**src/rtl/battle_grid.sv**
```systemverilog
// Game-board controller for the grid shooting game: ship placement, shot history,
// row/column selection latch, fire resolution, display codes and game-over tracking.
module battle_grid #(
  parameter int GRID_N    = 4,
  parameter int MAX_SHOTS = 12,
  parameter int SHOT_W    = 8
) (
  input  logic                       clk,
  input  logic                       reset,
  input  logic [GRID_N-1:0]          sel,
  input  logic                       n_row,
  input  logic                       fire,
  input  logic                       start,
  input  logic                       load_en,
  input  logic [5:0]                 load_idx,
  output logic                       sel_error,
  output logic [2*GRID_N*GRID_N-1:0] cell_state,
  output logic                       result_valid,
  output logic [1:0]                 result,
  output logic [SHOT_W-1:0]          shots,
  output logic [6:0]                 hits,
  output logic [6:0]                 ships,
  output logic                       game_over,
  output logic                       win
);

  localparam int CELLS = GRID_N * GRID_N;
  localparam logic [6:0]        CELLS_W = 7'(CELLS);
  localparam logic [SHOT_W-1:0] MAX_W   = SHOT_W'(MAX_SHOTS);

  typedef enum logic [1:0] {SETUP = 2'd0, PLAY = 2'd1, OVER = 2'd2} state_t;

  state_t              state_reg, state_next;
  logic [CELLS-1:0]    ship_reg, shot_reg;
  logic [CELLS-1:0]    cell_sel, load_hit;
  logic [GRID_N-1:0]   row_reg, col_reg;
  logic [SHOT_W-1:0]   shots_reg, shots_next;
  logic [6:0]          hits_reg, hits_next, ships_reg, ships_next;
  logic                result_valid_reg;
  logic [1:0]          result_reg;

  logic load_ok, new_ship, fire_ok, tgt_shot, tgt_ship, new_shot, new_hit;

  // Selection is legal only when exactly one switch is on.
  assign sel_error = (sel == '0) || ((sel & (sel - 1'b1)) != '0);

  assign load_ok = (state_reg == SETUP) && load_en && ({1'b0, load_idx} < CELLS_W);

  // Both latches are one-hot, so at most one cell matches the cursor.
  for (genvar gi = 0; gi < CELLS; gi++) begin : g_cell
    assign cell_sel[gi] = row_reg[gi / GRID_N] & col_reg[gi % GRID_N];
    assign load_hit[gi] = load_ok && (load_idx == 6'(gi));
    assign cell_state[2*gi +: 2] = shot_reg[gi] ? (ship_reg[gi] ? 2'b10 : 2'b01)
                                                : (cell_sel[gi] ? 2'b11 : 2'b00);
  end

  assign new_ship = |(load_hit & ~ship_reg);
  assign fire_ok  = (state_reg == PLAY) && fire && (|row_reg) && (|col_reg);
  assign tgt_shot = |(cell_sel & shot_reg);
  assign tgt_ship = |(cell_sel & ship_reg);
  assign new_shot = fire_ok && !tgt_shot;
  assign new_hit  = new_shot && tgt_ship;

  assign shots_next = (new_shot && shots_reg < MAX_W)     ? shots_reg + 1'b1 : shots_reg;
  assign hits_next  = (new_hit  && hits_reg  < ships_reg) ? hits_reg  + 1'b1 : hits_reg;
  assign ships_next = (new_ship && ships_reg < 7'd64)     ? ships_reg + 1'b1 : ships_reg;

  always_ff @(posedge clk) begin
    if (!reset) state_reg <= SETUP;
    else        state_reg <= state_next;
  end

  // Start is judged on the ship count before any load in the same cycle.
  always_comb begin
    state_next = state_reg;
    case (state_reg)
      SETUP:   if (start && ships_reg != 7'd0) state_next = PLAY;
      PLAY:    if (new_shot && (hits_next == ships_reg || shots_next >= MAX_W)) state_next = OVER;
      OVER:    state_next = OVER;
      default: state_next = SETUP;
    endcase
  end

  always_comb begin
    game_over = 1'b0;
    win       = 1'b0;
    if (state_reg == OVER) begin
      game_over = 1'b1;
      win       = (hits_reg == ships_reg);
    end
  end

  always_ff @(posedge clk) begin
    if (!reset) begin
      ship_reg         <= '0;
      shot_reg         <= '0;
      row_reg          <= '0;
      col_reg          <= '0;
      shots_reg        <= '0;
      hits_reg         <= '0;
      ships_reg        <= '0;
      result_valid_reg <= 1'b0;
      result_reg       <= 2'b00;
    end else begin
      ship_reg         <= ship_reg | load_hit;
      shot_reg         <= shot_reg | (cell_sel & {CELLS{new_shot}});
      shots_reg        <= shots_next;
      hits_reg         <= hits_next;
      ships_reg        <= ships_next;
      result_valid_reg <= fire_ok;
      if (fire_ok)
        result_reg <= tgt_shot ? 2'b11 : (tgt_ship ? 2'b10 : 2'b01);
      if (!sel_error) begin
        if (n_row) col_reg <= sel;
        else       row_reg <= sel;
      end
    end
  end

  assign result_valid = result_valid_reg;
  assign result       = result_reg;
  assign shots        = shots_reg;
  assign hits         = hits_reg;
  assign ships        = ships_reg;

endmodule

```
**config.mk**
```make
export PLATFORM = sky130hd
export DESIGN_NAME = battle_grid
export DESIGN_NICKNAME = d
export VERILOG_FILES = /design/src/rtl/battle_grid.sv
export SDC_FILE = /design/constraint.sdc
export NUM_CORES = 1
export LEC_CHECK = 0
export BUFFER_PORTS_ARGS = -buffer_cell sky130_fd_sc_hd__buf_4
export CORE_MARGIN = 4
export CORE_UTILIZATION = 55
export CTS_CLUSTER_DIAMETER = 50
export DETAILED_ROUTE_END_ITERATION = 7
export MAX_ROUTING_LAYER = met4
export PLACE_DENSITY = 0.79
export SLEW_MARGIN = 0
export SYNTH_ARGS = -nofsm -noshare
export SYNTH_HDL_FRONTEND = slang
export SYNTH_SLANG_ARGS = --single-unit
```
**constraint.sdc**
```tcl
create_clock -name clk -period 3.5 [get_ports clk]
set_clock_uncertainty 0.2 [all_clocks]
set_input_delay 0.175 -clock clk [delete_from_list [all_inputs] [get_ports clk]]
set_output_delay 0.175 -clock clk [all_outputs]
set_load 0.02 [all_outputs]
```
Yosys cells after proc, flatten, opt, wreduce, memory -nomap -nowiden
Cells that the tools add are included.
{ "word_totals": {"reg_bits": 67, "wordCells": 167} }
{ "op_classes": {"bitwise": 26, "eq_ne": 21, "magnitude_cmp": 5, "reduce_logical": 44, "n_addsub": 4, "n_mux": 57} }
{ "ops": {"columns": ["cell", "count"], "rows": [
  ["two-way mux 2 bit", 52],
  ["bitwise AND 16 bit", 4],
  ["== test 6 x 4 -> 1 bit, second input constant", 8],
  ["OR reduction 16 bit", 3],
  ["OR 16 bit", 2],
  ["logical AND 1 bit", 28],
  ["== test 6 x 3 -> 1 bit, second input constant", 4],
  ["bitwise AND 1 bit", 16],
  ["NOT 16 bit", 1],
  ["adder 7 x 1 -> 7 bit, second input constant", 2],
  ["== test 7 bit", 2],
  ["== test 6 x 2 -> 1 bit, second input constant", 2],
  ["adder 8 x 1 -> 8 bit, second input constant", 1],
  [">= comparator 8 x 4 -> 1 bit, second input constant", 1],
  ["less-than comparator 8 x 4 -> 1 bit, second input constant", 1],
  ["two-way mux 8 bit", 1],
  ["OR reduction 4 bit", 2],
  ["less-than comparator 7 bit", 1],
  ["less-than comparator 7 bit, second input constant", 1],
  ["two-way mux 7 bit", 1],
  ["nonzero test 7 bit", 1],
  ["== test 6 x 1 -> 1 bit, second input constant", 1],
  ["zero test 6 bit", 1],
  ["less-than comparator 6 x 5 -> 1 bit, second input constant", 1],
  ["14 further kinds", 20]
]} }

Logic depth before layout (Yosys ltp)
{ "logic_depth": {"word_depth": 13, "depth_mapped": 10} }

Worst setup path before layout
Ideal clock, no wire load.
{ "synth_path": {"path_kind": "reg2reg", "start": "register ships_reg[4], in the netlist ships[4]", "end": "register state_reg[1]", "setup_slack_ns": 0.500, "path_buffers": 0, "t_arrival_ns": 2.668, "t_required_ns": 3.168, "path_stages_with_launch": 11, "path_cell_list": "dfxtp_1 inv_1 ha_1 a21oi_1 o21ai_0 or2_2 nor4_4 nand3_1 a2111oi_4 a211o_1 o2111ai_1"} }
{ "synth_via": {"elab_chain_cells": 8, "word_cells_on_any_way": 11} }
{ "synth_rtl": {"columns": ["element", "line_no", "source"], "rows": [
  ["from (decl)", "38", "logic [6:0] hits_reg, hits_next, ships_reg, ships_next;"],
  ["from (signal assigned)", "109", "ships_reg <= ships_next;"],
  ["less-than comparator 7 bit", "65", "assign hits_next = (new_hit && hits_reg < ships_reg) ? hits_reg + 1'b1 : hits_reg;"],
  ["logical AND 1 bit", "65", null],
  ["two-way mux 7 bit", "65", null],
  ["== test 7 bit", "78", "PLAY: if (new_shot && (hits_next == ships_reg || shots_next >= MAX_W)) state_next = OVER;"],
  ["logical OR 1 bit", "78", null],
  ["logical AND 1 bit", "78", null],
  ["inequality test 2 x 1 -> 1 bit (no source line)", null, null],
  ["AND reduction 2 bit (no source line) *", null, null],
  ["to (signal assigned)", "70", "else state_reg <= state_next;"],
  ["to (decl)", "33", "state_t state_reg, state_next;"]
]} }
Every way passes the cells marked *; elsewhere a longest branch is shown, timed or not.
A chain may end at the register's enable or synchronous reset.

Worst setup path after layout
{ "layout_path": {"start": "register ships_reg[2], in the netlist ships[2]", "end": "register state_reg[1]"} }
The elaborated chain is that of the path after synthesis.

==> impl_metrics.ini <==
[clock_tree]
cts_buffer_depth = 2
clk_pin_slew_ns = 0.07
holdBufCountCts = 4
cts_sinks = 67
cts_made_buffers = 9
cts_max_level = 3
cts_resized = 0
cts_setup_buffers = 0
clock_latency_ns = 0.34
cts_tree = done
clock-root-buffer = clkbuf_8

[logic_synthesis]
synth_edf_count = 0
yosysTopAreaCell = dfxtp_1
synth.distinct_cells = 60
synthArstFlopShare = 0
seq_area_frac_synth = 0.336
ys_ff_latch = 67
ys_top_cells_by_area = dfxtp_1 34%, nand2_1 5.6%, ha_1 4.4%
netlist_area_um2 = 3990
yosysTopAreaCellShare = 0.336
synthFlopType = dfxtp_1
synth_nets = 520
avgSynthCellArea_um2 = 8.14
syn-instance-count = 490
yosysWarnings = 0

[detailed_routing]
firstDrtPassIters = 5
vias = 3852
routed_via_density = 5.86
drt_wl_total_mm = 10.8
drt-initial-drc-count = 385
ant_nets = 0
drc = 0
drt-wirelength-per-cell_um = 16.5

[cells_and_area]
syn2layout_area_growth_pct = 20.7
final_cell_mix = 77 x buf_4, 67 x dfxtp_1, 60 x nand2_1, 28 x inv_1, 28 x o21ai_0
seq_area_um2 = 1340
multi_input_area_um2 = 2420
drive_gt1_frac = 0.189
nFillCells = 622
diodes = 0
layout_commonest_cell = buf_4
nNetsFinal = 586

[placement]
numPortBuffers = 75
place_congestion = 0.924
pre_cts_ws_ns = 0.338
place_hpwl_mm = 7.77

[sta]
fin_tns_setup_ns = 0
fmax_mhz = 313
slew_viol_final = 0
finalCritPeriodShare = 0.912
finalHoldViolCount = 0
tightest_slew_ns = 0.647
fin_ws_ns = 0.307
rsz0062_at_grt = no
setup_viol = 0
fin_crit_ns = 3.19
slew_headroom = 0.568

[grt]
grt.total_usage = 0.263
grt_pass1_wl_mm = 17.6
grt_max_degree = 73
grt_pass1_vias = 3533
overflow = 0
antenna_found_initial = 0

[setup_path]
r2r_cells = 10
path_class = reg2reg
endpoint_kind = register
rrSetupSlack_ns = 0.31
cp-start-kind = register
arrival_ns = 3.21
cp_max_fo = 6
required_ns = 3.52

[floorplanning]
boundaryPins = 76
die_w_um = 93.2
die_h_um = 93.2
dieArea_um2 = 8680
rows = 30
coreArea_um2 = 6910
start_util = 0.578

[power_and_ir_drop]
total_power_mw = 1.71
combPwrFrac = 0.130
power_frac_clock = 0.394
switching_share = 0.264
ir_worst_vdd_uv = 326
p_int_mw = 1.26
p_sw_mw = 0.452
power-per-cell-area_nw_per_um2 = 355
leakage_nw = 2.02
p_seq_frac = 0.475

[run_status]
status = finished, final reports clean

[hold_path]
min_path_type = in2reg
hold_depth = 3

[flow_run]
drv_cap = 0
## kinds of logic after synthesis
group                      Yosys count  share of synthesized area
AOI/OAI and AO/OA                  119                      0.214
adders and majority gates           14                     0.0439
DFF                                 67                      0.336
muxes                               14                     0.0354
and+or+nand+nor                    204                      0.274
buffers and inverters               54                     0.0564
xor gates and xnor gates            18                     0.0395
## worst paths after layout
check	startpoint	to
hold reg to reg	shots[5]	shots[5]
setup reg to reg	ships[2]	state_reg[1]
hold / removal	load_idx[1]	ship_reg[0]
setup / recovery	ships[2]	state_reg[1]
## metal layers
metal	global-route usage	part of all wire	up-vias	wire length [µm]
met2	0.398	0.46	154	5000
met3	0.0636	0.074	23	805
met1	0.353	0.45	1807	4860
met4	0.0708	0.015	0	163
met5	-	0	-	0
li1	-	-	1868	-
## worst max-delay path, stage by stage (launching register included)
cell and delay [ns]:
dfxtp_1 0.49, inv_1 0.11, ha_1 0.32, a21oi_1 0.15, a21oi_1 0.14, nor3b_1 0.32, nand4_2 0.20, or3b_2 0.49
a211oi_2 0.36, a211o_1 0.18, o2111ai_1 0.10
## synth_stat cells, drive strengths merged, types with 2 or more instances
library cell and n:
a211o 2, a21oi 12, a22o 15, a22oi 6, a31oi 16, and2 17
and3 6, buf 7, clkbuf 19, dfxtp 67, ha 14, inv 28
mux2i 13, nand2 60, nand2b 3, nand3 29, nand3b 5, nand4 8
nor2 23, nor2b 26, nor3 12, nor3b 2, nor4 5, o2111ai 2
o21a 19, o21ai 29, o21bai 3, o22ai 2, o31ai 2, or3b 2
xnor2 13, xor2 5
## cell type report
type / count / area share
inverters: 28 / 0.0218
multi-input cells: 369 / 0.503
flip-flops and latches: 67 / 0.279
clock inverters: 1 / 0.00624
well taps: 96 / 0.0249
clock buffers: 15 / 0.0366
repair buffers: 81 / 0.128
## per-stage QoR
step	instance area (µm²)	hold WS (ns)	util	cells
finish	4810	0.0500	0.697	657
global route	4810	0.0620	0.697	657
CTS	4810	0.0431	0.697	657
detailed placement	4570	0.276	0.661	637
global placement	4570	0.262	0.661	637
floorplan	3990	0.135	-	490
## power groups by stage
stage	clock (mW)	combinational [mW]	sequential, mW
6_report	0.675	0.223	0.813
5_1_grt	0.719	0.241	0.817
4_1_cts	0.682	0.218	0.812
3_5_place_dp	0	0.212	0.830
3_3_place_gp	0	0.211	0.828
2_1_floorplan	0	0.159	0.812
Power figures use the tool's default switching activity.
